### config.mk
export PLATFORM = sky130hd
export DESIGN_NAME = dds_voice_engine
export DESIGN_NICKNAME = d
export VERILOG_FILES = /design/src/rtl/dds_voice_engine.sv
export SDC_FILE = /design/constraint.sdc
export NUM_CORES = 1
export LEC_CHECK = 0
export CORE_UTILIZATION = 40
export CTS_BUF_LIST = sky130_fd_sc_hd__clkbuf_8
export DETAILED_ROUTE_END_ITERATION = 10
export PLACE_DENSITY = 0.53
export SETUP_SLACK_MARGIN = 0.3
export SLEW_MARGIN = 20
export SYNTH_ARGS = -nofsm -noshare
export SYNTH_HDL_FRONTEND = slang
export SYNTH_SLANG_ARGS = --single-unit
### constraint.sdc
create_clock -name clk_in -period 11.1 [get_ports clk_in]
set_clock_uncertainty 0.2 [all_clocks]
set_input_delay 2.22 -clock clk_in [delete_from_list [all_inputs] [get_ports clk_in]]
set_output_delay 2.22 -clock clk_in [all_outputs]
set_load 0.02 [all_outputs]
### src/rtl/dds_voice_engine.sv
// Multi-voice DDS tone generator: voices are time-multiplexed four cycles each per
// frame, each with a gated linear envelope, mixed into a saturating valid/ready output.
module dds_voice_engine #(
    parameter int NUM_VOICES   = 4,
    parameter int PHASE_WIDTH  = 20,
    parameter int FRAME_CYCLES = 1024
) (
    input  logic                          clk_in,
    input  logic                          reset_n_in,
    input  logic                          wr_en_in,
    input  logic [$clog2(NUM_VOICES)+2:0] wr_addr_in,
    input  logic [15:0]                   wr_data_in,
    output logic [15:0]                   sample_out,
    output logic                          sample_valid_out,
    input  logic                          sample_ready_in,
    output logic                          overrun_out
);
    localparam int VA = $clog2(NUM_VOICES);
    localparam int CW = $clog2(FRAME_CYCLES);
    localparam int AW = 16 + VA;
    localparam int SW = PHASE_WIDTH - 16;
    localparam logic [CW-1:0] LOAD_CYCLE = CW'(4 * NUM_VOICES);
    localparam logic [CW-1:0] LAST_CYCLE = CW'(FRAME_CYCLES - 1);

    logic [PHASE_WIDTH-1:0] phase_reg   [NUM_VOICES];
    logic [PHASE_WIDTH-1:0] incr_reg    [NUM_VOICES];
    logic [SW-1:0]          shadow_reg  [NUM_VOICES];
    logic [7:0]             volume_reg  [NUM_VOICES];
    logic [1:0]             wave_reg    [NUM_VOICES];
    logic                   gate_reg    [NUM_VOICES];
    logic [7:0]             attack_reg  [NUM_VOICES];
    logic [7:0]             release_reg [NUM_VOICES];
    logic [7:0]             env_reg     [NUM_VOICES];

    logic                 enable_reg;
    logic [CW-1:0]        cnt_reg;
    logic signed [AW-1:0] acc_reg;
    logic signed [15:0]   samp_reg;
    logic signed [15:0]   w1_reg;
    logic [15:0]          lfsr_reg;
    logic [15:0]          sample_reg;
    logic                 valid_reg;
    logic                 overrun_reg;

    logic [2:0]           wr_field;
    logic [VA-1:0]        wr_voice;
    logic                 proc_active;
    logic                 load;
    logic [1:0]           step;
    logic [VA-1:0]        cur;
    logic [15:0]          u;
    logic [15:0]          tri_val;
    logic signed [15:0]   wave_next;
    logic [8:0]           env_sum;
    logic [7:0]           env_next;
    logic signed [24:0]   vol_prod;
    logic signed [24:0]   env_prod;
    logic signed [AW-1:0] term;
    logic [15:0]          sat_val;
    logic [15:0]          lfsr_next;
    logic                 unused_bits;

    assign wr_field    = wr_addr_in[VA+2:VA];
    assign wr_voice    = wr_addr_in[VA-1:0];
    assign proc_active = enable_reg && (cnt_reg < LOAD_CYCLE);
    assign load        = enable_reg && (cnt_reg == LOAD_CYCLE);
    assign step        = cnt_reg[1:0];
    assign cur         = cnt_reg[VA+1:2];
    assign u           = phase_reg[cur][PHASE_WIDTH-1 -: 16];

    always_comb begin
        tri_val = u[15] ? ~{u[14:0], 1'b0} : {u[14:0], 1'b0};
        case (wave_reg[cur])
            2'd0:    wave_next = u[15] ? 16'sh8001 : 16'sh7FFF;
            2'd1:    wave_next = u ^ 16'h8000;
            2'd2:    wave_next = tri_val ^ 16'h8000;
            default: wave_next = lfsr_reg;
        endcase
    end

    assign env_sum = {1'b0, env_reg[cur]} + {1'b0, attack_reg[cur]};
    always_comb begin
        env_next = 8'd0;
        if (gate_reg[cur])
            env_next = env_sum[8] ? 8'hFF : env_sum[7:0];
        else if (env_reg[cur] > release_reg[cur])
            env_next = env_reg[cur] - release_reg[cur];
    end

    // Unsigned 8-bit gains are widened with a zero MSB so the products stay signed.
    assign vol_prod = samp_reg * $signed({1'b0, volume_reg[cur]});
    assign env_prod = w1_reg * $signed({1'b0, env_reg[cur]});
    assign term     = {{VA{env_prod[23]}}, env_prod[23:8]};

    always_comb begin
        if ((&acc_reg[AW-1:15]) || !(|acc_reg[AW-1:15]))
            sat_val = acc_reg[15:0];
        else
            sat_val = acc_reg[AW-1] ? 16'h8000 : 16'h7FFF;
    end

    assign lfsr_next   = {1'b0, lfsr_reg[15:1]} ^ (lfsr_reg[0] ? 16'hB400 : 16'h0000);
    assign unused_bits = ^{vol_prod[24], vol_prod[7:0], env_prod[24], env_prod[7:0]};

    always_ff @(posedge clk_in or negedge reset_n_in) begin
        if (!reset_n_in) begin
            for (int i = 0; i < NUM_VOICES; i++) begin
                phase_reg[i]   <= '0;
                incr_reg[i]    <= '0;
                shadow_reg[i]  <= '0;
                volume_reg[i]  <= '0;
                wave_reg[i]    <= '0;
                gate_reg[i]    <= 1'b0;
                attack_reg[i]  <= '0;
                release_reg[i] <= '0;
                env_reg[i]     <= '0;
            end
            enable_reg  <= 1'b0;
            cnt_reg     <= '0;
            acc_reg     <= '0;
            samp_reg    <= '0;
            w1_reg      <= '0;
            lfsr_reg    <= 16'hACE1;
            sample_reg  <= '0;
            valid_reg   <= 1'b0;
            overrun_reg <= 1'b0;
        end else begin
            if (wr_en_in) begin
                case (wr_field)
                    3'd0: incr_reg[wr_voice]    <= {shadow_reg[wr_voice], wr_data_in};
                    3'd1: shadow_reg[wr_voice]  <= wr_data_in[SW-1:0];
                    3'd2: volume_reg[wr_voice]  <= wr_data_in[7:0];
                    3'd3: begin
                        wave_reg[wr_voice] <= wr_data_in[1:0];
                        gate_reg[wr_voice] <= wr_data_in[4];
                    end
                    3'd4: attack_reg[wr_voice]  <= wr_data_in[7:0];
                    3'd5: release_reg[wr_voice] <= wr_data_in[7:0];
                    3'd6: begin
                        enable_reg <= wr_data_in[0];
                        if (wr_data_in[1])
                            overrun_reg <= 1'b0;
                    end
                    default: ;
                endcase
            end

            if (!enable_reg || cnt_reg == LAST_CYCLE)
                cnt_reg <= '0;
            else
                cnt_reg <= cnt_reg + 1'b1;

            if (proc_active) begin
                case (step)
                    2'd0: begin
                        phase_reg[cur] <= phase_reg[cur] + incr_reg[cur];
                        if (cnt_reg == '0)
                            acc_reg <= '0;
                    end
                    2'd1: samp_reg <= wave_next;
                    2'd2: begin
                        env_reg[cur] <= env_next;
                        w1_reg       <= vol_prod[23:8];
                    end
                    default: acc_reg <= acc_reg + term;
                endcase
            end

            // A frame load outranks acceptance; an overrun is only a load onto an unaccepted sample.
            if (load) begin
                sample_reg <= sat_val;
                valid_reg  <= 1'b1;
                lfsr_reg   <= lfsr_next;
                if (valid_reg && !sample_ready_in)
                    overrun_reg <= 1'b1;
            end else if (valid_reg && sample_ready_in) begin
                valid_reg <= 1'b0;
            end
        end
    end

    assign sample_out       = sample_reg;
    assign sample_valid_out = valid_reg;
    assign overrun_out      = overrun_reg;
endmodule

# Word-level counts from Yosys, hierarchy flattened
# Index checks and enable logic that the tools add are counted.
dict set report totals {
  register_bits 411
  in_bits 25
  output_inout_bits 18
  elab_cells 177
}
dict set report classes {
  n_addsub 5
  mul 2
  order_cmp 6
  n_eq_ne 13
  muxes 69
  bitwise 7
  n_reduce_logical 30
}
# cell n
set ops {}
lappend ops {{80-bit bitwise mux} 2}
lappend ops {{32-bit bitwise mux} 4}
lappend ops {{20-bit two-way mux} 6}
lappend ops {{8-bit two-way mux} 13}
lappend ops {{20-bit binary-select mux with 2-bit select} 2}
lappend ops {{20-bit demux with 2-bit select} 2}
lappend ops {{16-bit two-way mux} 5}
lappend ops {{8-bit binary-select mux with 2-bit select} 4}
lappend ops {{16-bit by 9-bit multiplier with 24-bit output} 2}
lappend ops {{16-bit one-hot mux with 3 select lines} 1}
lappend ops {{18-bit one-hot mux with 2 select lines} 1}
lappend ops {{8-bit demux with 2-bit select} 2}
lappend ops {{20-bit adder} 1}
lappend ops {{2-bit AND reduction} 10}
lappend ops {{18-bit by 16-bit adder with 18-bit output} 1}
lappend ops {{18-bit two-way mux} 1}
lappend ops {{16-bit bitwise mux} 1}
lappend ops {{16-bit inverter} 1}
lappend ops {{15-bit by 16-bit XOR with 16-bit output} 1}
lappend ops {{4-bit two-way mux} 3}
lappend ops {{10-bit by 1-bit adder with 10-bit output (second input constant)} 1}
lappend ops {{10-bit == test (second input constant)} 1}
lappend ops {{10-bit by 5-bit == test with 1-bit output (second input constant)} 1}
lappend ops {{10-bit zero test} 1}
lappend ops {{other kinds (34)} 65}

# Logic depth before layout (Yosys ltp)
dict set report logic_depth {
  ltp_word 8
  ltp_mapped 33
  ltp_nobuf 29
}

# Least setup slack after synthesis
# No wires, ideal clock.
dict set report synth_timing {
  path_kind {register to register}
  startpoint {register cnt_reg[2]}
  endpoint {register acc_reg[17]}
  setup_time_ps 67
  t_arrival_ps 7901
  t_required_ps 10833
  path_slack_ps 2933
  stages_incl_launch_ff 33
  n_path_buf 4
  period_less_slack_ps 8167
  path_cell_list {dfrtp_1 buf_6 buf_2 buf_1 mux4_2 clkbuf_1 nand2_1 fa_1 fa_1 inv_1 fa_1 inv_1 fa_1 inv_1 ha_1 nand2_1 a2bb2oi_1 o311ai_4 and3_1 nor2_1 nor2b_1 nor2_1 xnor2_1 ha_1 or4_1 a21oi_1 o31a_1 o31ai_1 o41ai_1 o21ai_0 nor4_1 mux2i_1 nand3_2}
}
dict set report synth_via {
  elab_chain_len 7
  elab_cells_between_ends 12
  cone_classes {1 x add/sub; 1 x mul; 1 x order compare; 1 x eq/ne; 4 x mux; 1 x bitwise; 3 x reduce/logical}
}
# element line
set synth_rtl {}
lappend synth_rtl {{start: declaration} 36} ;# logic [CW-1:0] cnt_reg;
lappend synth_rtl {{start signal: assignment} 151} ;# cnt_reg <= cnt_reg + 1'b1;
lappend synth_rtl {{2-bit inverter with 3-bit output (implied by the code)} 92} ;# assign env_prod = w1_reg * $signed({1'b0, env_reg[cur]});
lappend synth_rtl {{8-bit binary-select mux with 2-bit select} 92}
lappend synth_rtl {{8-bit two-way mux (implied by the code) (2 in a row)} 92}
lappend synth_rtl {{16-bit by 9-bit multiplier with 24-bit output} 92}
lappend synth_rtl {{18-bit by 16-bit adder with 18-bit output} 165} ;# default: acc_reg <= acc_reg + term;
lappend synth_rtl {{18-bit one-hot mux with 2 select lines} 154} ;# case (step)
lappend synth_rtl {{end signal: assignment} 165}
lappend synth_rtl {{end: declaration} 37} ;# logic signed [AW-1:0] acc_reg;
# Several ways; a longest one is shown, not always the timed one. The select of a mux whose other input is x is not followed.
# A chain may end at the register's enable or synchronous reset.

# Worst setup path in the final report
# Ends and elaborated chain as after synthesis.

==> impl_metrics.json <==
{
  "outcome": "finished, final reports clean",
  "grt_overflow_total": 0,
  "fp.dieH_um": 270,
  "ys_top_cells_by_area": "dfrtp_1, fa_1, mux2_2",
  "cts.root.buffer_cell": "clkbuf_8",
  "yosys.area.top_type": "dfrtp_1",
  "cts_buffers": 75,
  "cts_tree": "built",
  "finalSetupViolCount": 0,
  "synth_compound_area_frac": 0.0725,
  "synth_ff_type": "dfrtp_1",
  "clkTransAtPathRegs_ns": 0.08,
  "cts_max_path_buffers": 3,
  "finalCritPeriodShare": 0.771,
  "vias_per_cell": 5.14,
  "wirelength_um": 66600,
  "grt_usage": 0.188,
  "pre_cts_slack_ns": 2.51,
  "met1_usage": 0.256,
  "cts_resized": 0,
  "grt.busiest_layer": "met2",
  "ys_types": 67,
  "place_hpwl_um": 48000,
  "yosys_warnings": 0,
  "path_max_fanout": 43,
  "postPlaceCellArea_mm2": 0.0300,
  "cp-end-kind": "flip-flop",
  "antenna_found_initial": 1,
  "regArea_mm2": 0.0103,
  "gp_congestion": 0.852,
  "fmax_ghz": 0.117,
  "ys_seq_elements": 411,
  "htree_levels": 3,
  "reg2reg_slack_ns": 2.54,
  "antenna_left": 0,
  "synth.cell_area_mm2": 0.0287,
  "fp.coreArea_mm2": 0.0705,
  "io_buffers": 42,
  "drc": 0,
  "synth_top_area_frac": 0.352,
  "start_kind": "flip-flop",
  "initial_core_util": 0.407,
  "startpoint": "cnt_reg[2]",
  "synthCells": 2697,
  "synthTopCellsByCount": "dfrtp_1, nand2_1, inv_1",
  "worst-endpoint-arrival_ns": 8.98,
  "setup-tns-final_ns": 0,
  "slew_headroom": 0.280,
  "finalNetCount": 3080,
  "synth-edff-count": 0,
  "synth_top_family_by_area": "adder cells",
  "yosysMostFrequentCell": "dfrtp_1",
  "ctsHoldBuffers": 0,
  "clkLatencyLatePin_ns": 0.66,
  "min_path_type": "reg -> reg",
  "critPathCapture": "acc_reg[17]",
  "finalInstanceArea_mm2": 0.0314,
  "slew_viol_final": 0,
  "yosys.area_share.adder": 0.203,
  "synthArstFlopShare": 1.00,
  "multi_input_area_mm2": 0.0168,
  "fp.dieW_um": 270,
  "avgSynthCellArea_um2": 10.6,
  "whs_ns": 0.267,
  "seq_area_frac_synth": 0.359,
  "synthMuxAreaShare": 0.160,
  "io_pins": 43,
  "syn_to_final_growth_pct": 9.61,
  "tightest_slew_ns": 1.08,
  "postCtsSetupRepairBufs": 0,
  "use_met2": 0.313,
  "rows": 97,
  "cts.sinks": 411,
  "vias": 18993,
  "grt_pass1_wl_um": 110000,
  "worst_slack_ns": 2.54,
  "period_minus_slack_ns": 8.56,
  "reg2reg_to": "acc_reg[17]",
  "rsz0062_at_grt": "false",
  "use_met3": 0.0277,
  "fillers": 6633,
  "dr.first_iter.drc_count": 930,
  "synth_nets": 3066,
  "reg2reg_depth": 27,
  "grt_max_degree": 164,
  "hold_violations": 0,
  "final_layout_size_suffix_gt1_frac": 0.177,
  "synth_xor_area_frac": 0.0269,
  "wl_per_cell_um": 18.0,
  "critical_path_class": "reg -> reg",
  "synth-simple-area-share": 0.123,
  "die_area_mm2": 0.0728,
  "first_global_vias": 20366,
  "r2r-start": "cnt_reg[2]",
  "dr.pass1.iters": 5,
  "cp.required_ns": 11.53,
  "max_cap_viol_count": 0
}
## area by class of cell
cell class | count | share of cell area
inverters | 301 | 0.0359
clock inverters | 32 | 0.00557
repair buffers | 62 | 0.0188
flip-flops and latches | 411 | 0.328
clock buffers | 90 | 0.0394
diodes | 2 | 0.000159
multi-input cells | 1860 | 0.535
well taps | 940 | 0.0374
## how the worst min path moves through the flow
stage          slack, ns          from  depth (start not counted)            to
6_report            0.27   incr_reg[7]                          2   incr_reg[7]
5_1_grt             0.29   incr_reg[7]                          2   incr_reg[7]
4_1_cts             0.27   incr_reg[7]                          2   incr_reg[7]
3_5_place_dp        0.26   incr_reg[7]                          2   incr_reg[7]
3_3_place_gp        0.25  incr_reg[14]                          2  incr_reg[14]
2_1_floorplan       0.24  incr_reg[10]                          2  incr_reg[10]
## cell usage in the layout (no fill, tap or decap), types with 6 or more instances in the layout
| cell type | Yosys | layout |
|---|---|---|
| dfrtp_1 | 403 | 401 |
| nand2_1 | 345 | 344 |
| inv_1 | 299 | 317 |
| mux2_2 | 250 | 250 |
| fa_1 | 202 | 202 |
| and2_1 | 144 | 144 |
| ha_1 | 142 | 142 |
| nor2_1 | 142 | 139 |
| a21oi_1 | 126 | 126 |
| o21ai_0 | 116 | 116 |
| clkbuf_8 | 0 | 90 |
| mux4_2 | 75 | 75 |
| xnor2_1 | 55 | 55 |
| clkdlybuf4s50_1 | 0 | 41 |
| xor2_1 | 33 | 33 |
| a21o_1 | 24 | 24 |
| nand2b_1 | 19 | 19 |
| buf_4 | 0 | 18 |
| nand3_1 | 15 | 15 |
| nor2b_1 | 15 | 15 |
| a211oi_1 | 14 | 14 |
| nor3_1 | 14 | 13 |
| nand4b_1 | 12 | 12 |
| nand4_1 | 11 | 11 |
| or3_1 | 9 | 9 |
| dfstp_2 | 8 | 8 |
| clkinv_2 | 0 | 7 |
| o21bai_1 | 6 | 6 |
| mux2i_1 | 6 | 6 |
| o21a_1 | 6 | 6 |
| a22oi_1 | 6 | 6 |
## worst max-delay path: stages, from the launching register on
cell and delay [ns]:
dfrtp_4 0.96, mux4_2 0.81, and2_1 0.26, fa_1 0.45, fa_1 0.57, inv_1 0.06, fa_1 0.47, inv_1 0.05
fa_1 0.48, ha_1 0.31, nand4b_1 0.10, or3_4 0.39, o311ai_4 0.35, and3_1 0.24, nor2_1 0.07, nor2b_1 0.10
nor2_1 0.05, xnor2_1 0.12, ha_1 0.21, or4_1 0.51, a21oi_1 0.22, o31a_1 0.22, o31ai_1 0.11, o41ai_1 0.38
o21ai_0 0.28, nor4_1 0.25, mux2i_1 0.14, nand3_2 0.09
## through the flow
step                cells   util
finish               3698  0.446
global route         3698  0.446
floorplan            2697      -
global placement     3574  0.425
CTS                  3696  0.445
detailed placement   3574  0.425
## metal layers
layer | part of all wire | up-vias
met1 | 0.46 | 9664
met4 | 0.017 | 0
met5 | 0 | -
met3 | 0.032 | 80
li1 | - | 9004
met2 | 0.49 | 245
## logic make-up (layout without fill, tap and decap cells)
| kind of cell | count (synthesis) | count (layout) |
|---|---|---|
| other | 0 | 2 |
| AND/OR/NAND/NOR | 753 | 753 |
| AO/OA/AOI/OAI | 343 | 343 |
| flip-flops | 411 | 411 |
| XOR/XNOR | 88 | 88 |
| buffers and inverters | 426 | 485 |
| adder cells (fa/ha/maj) | 344 | 344 |
| multiplexers | 332 | 332 |
Power is left out: the tool's default activity adds up to more than one toggle a clock period on the data nets, which glitch-free logic cannot reach.
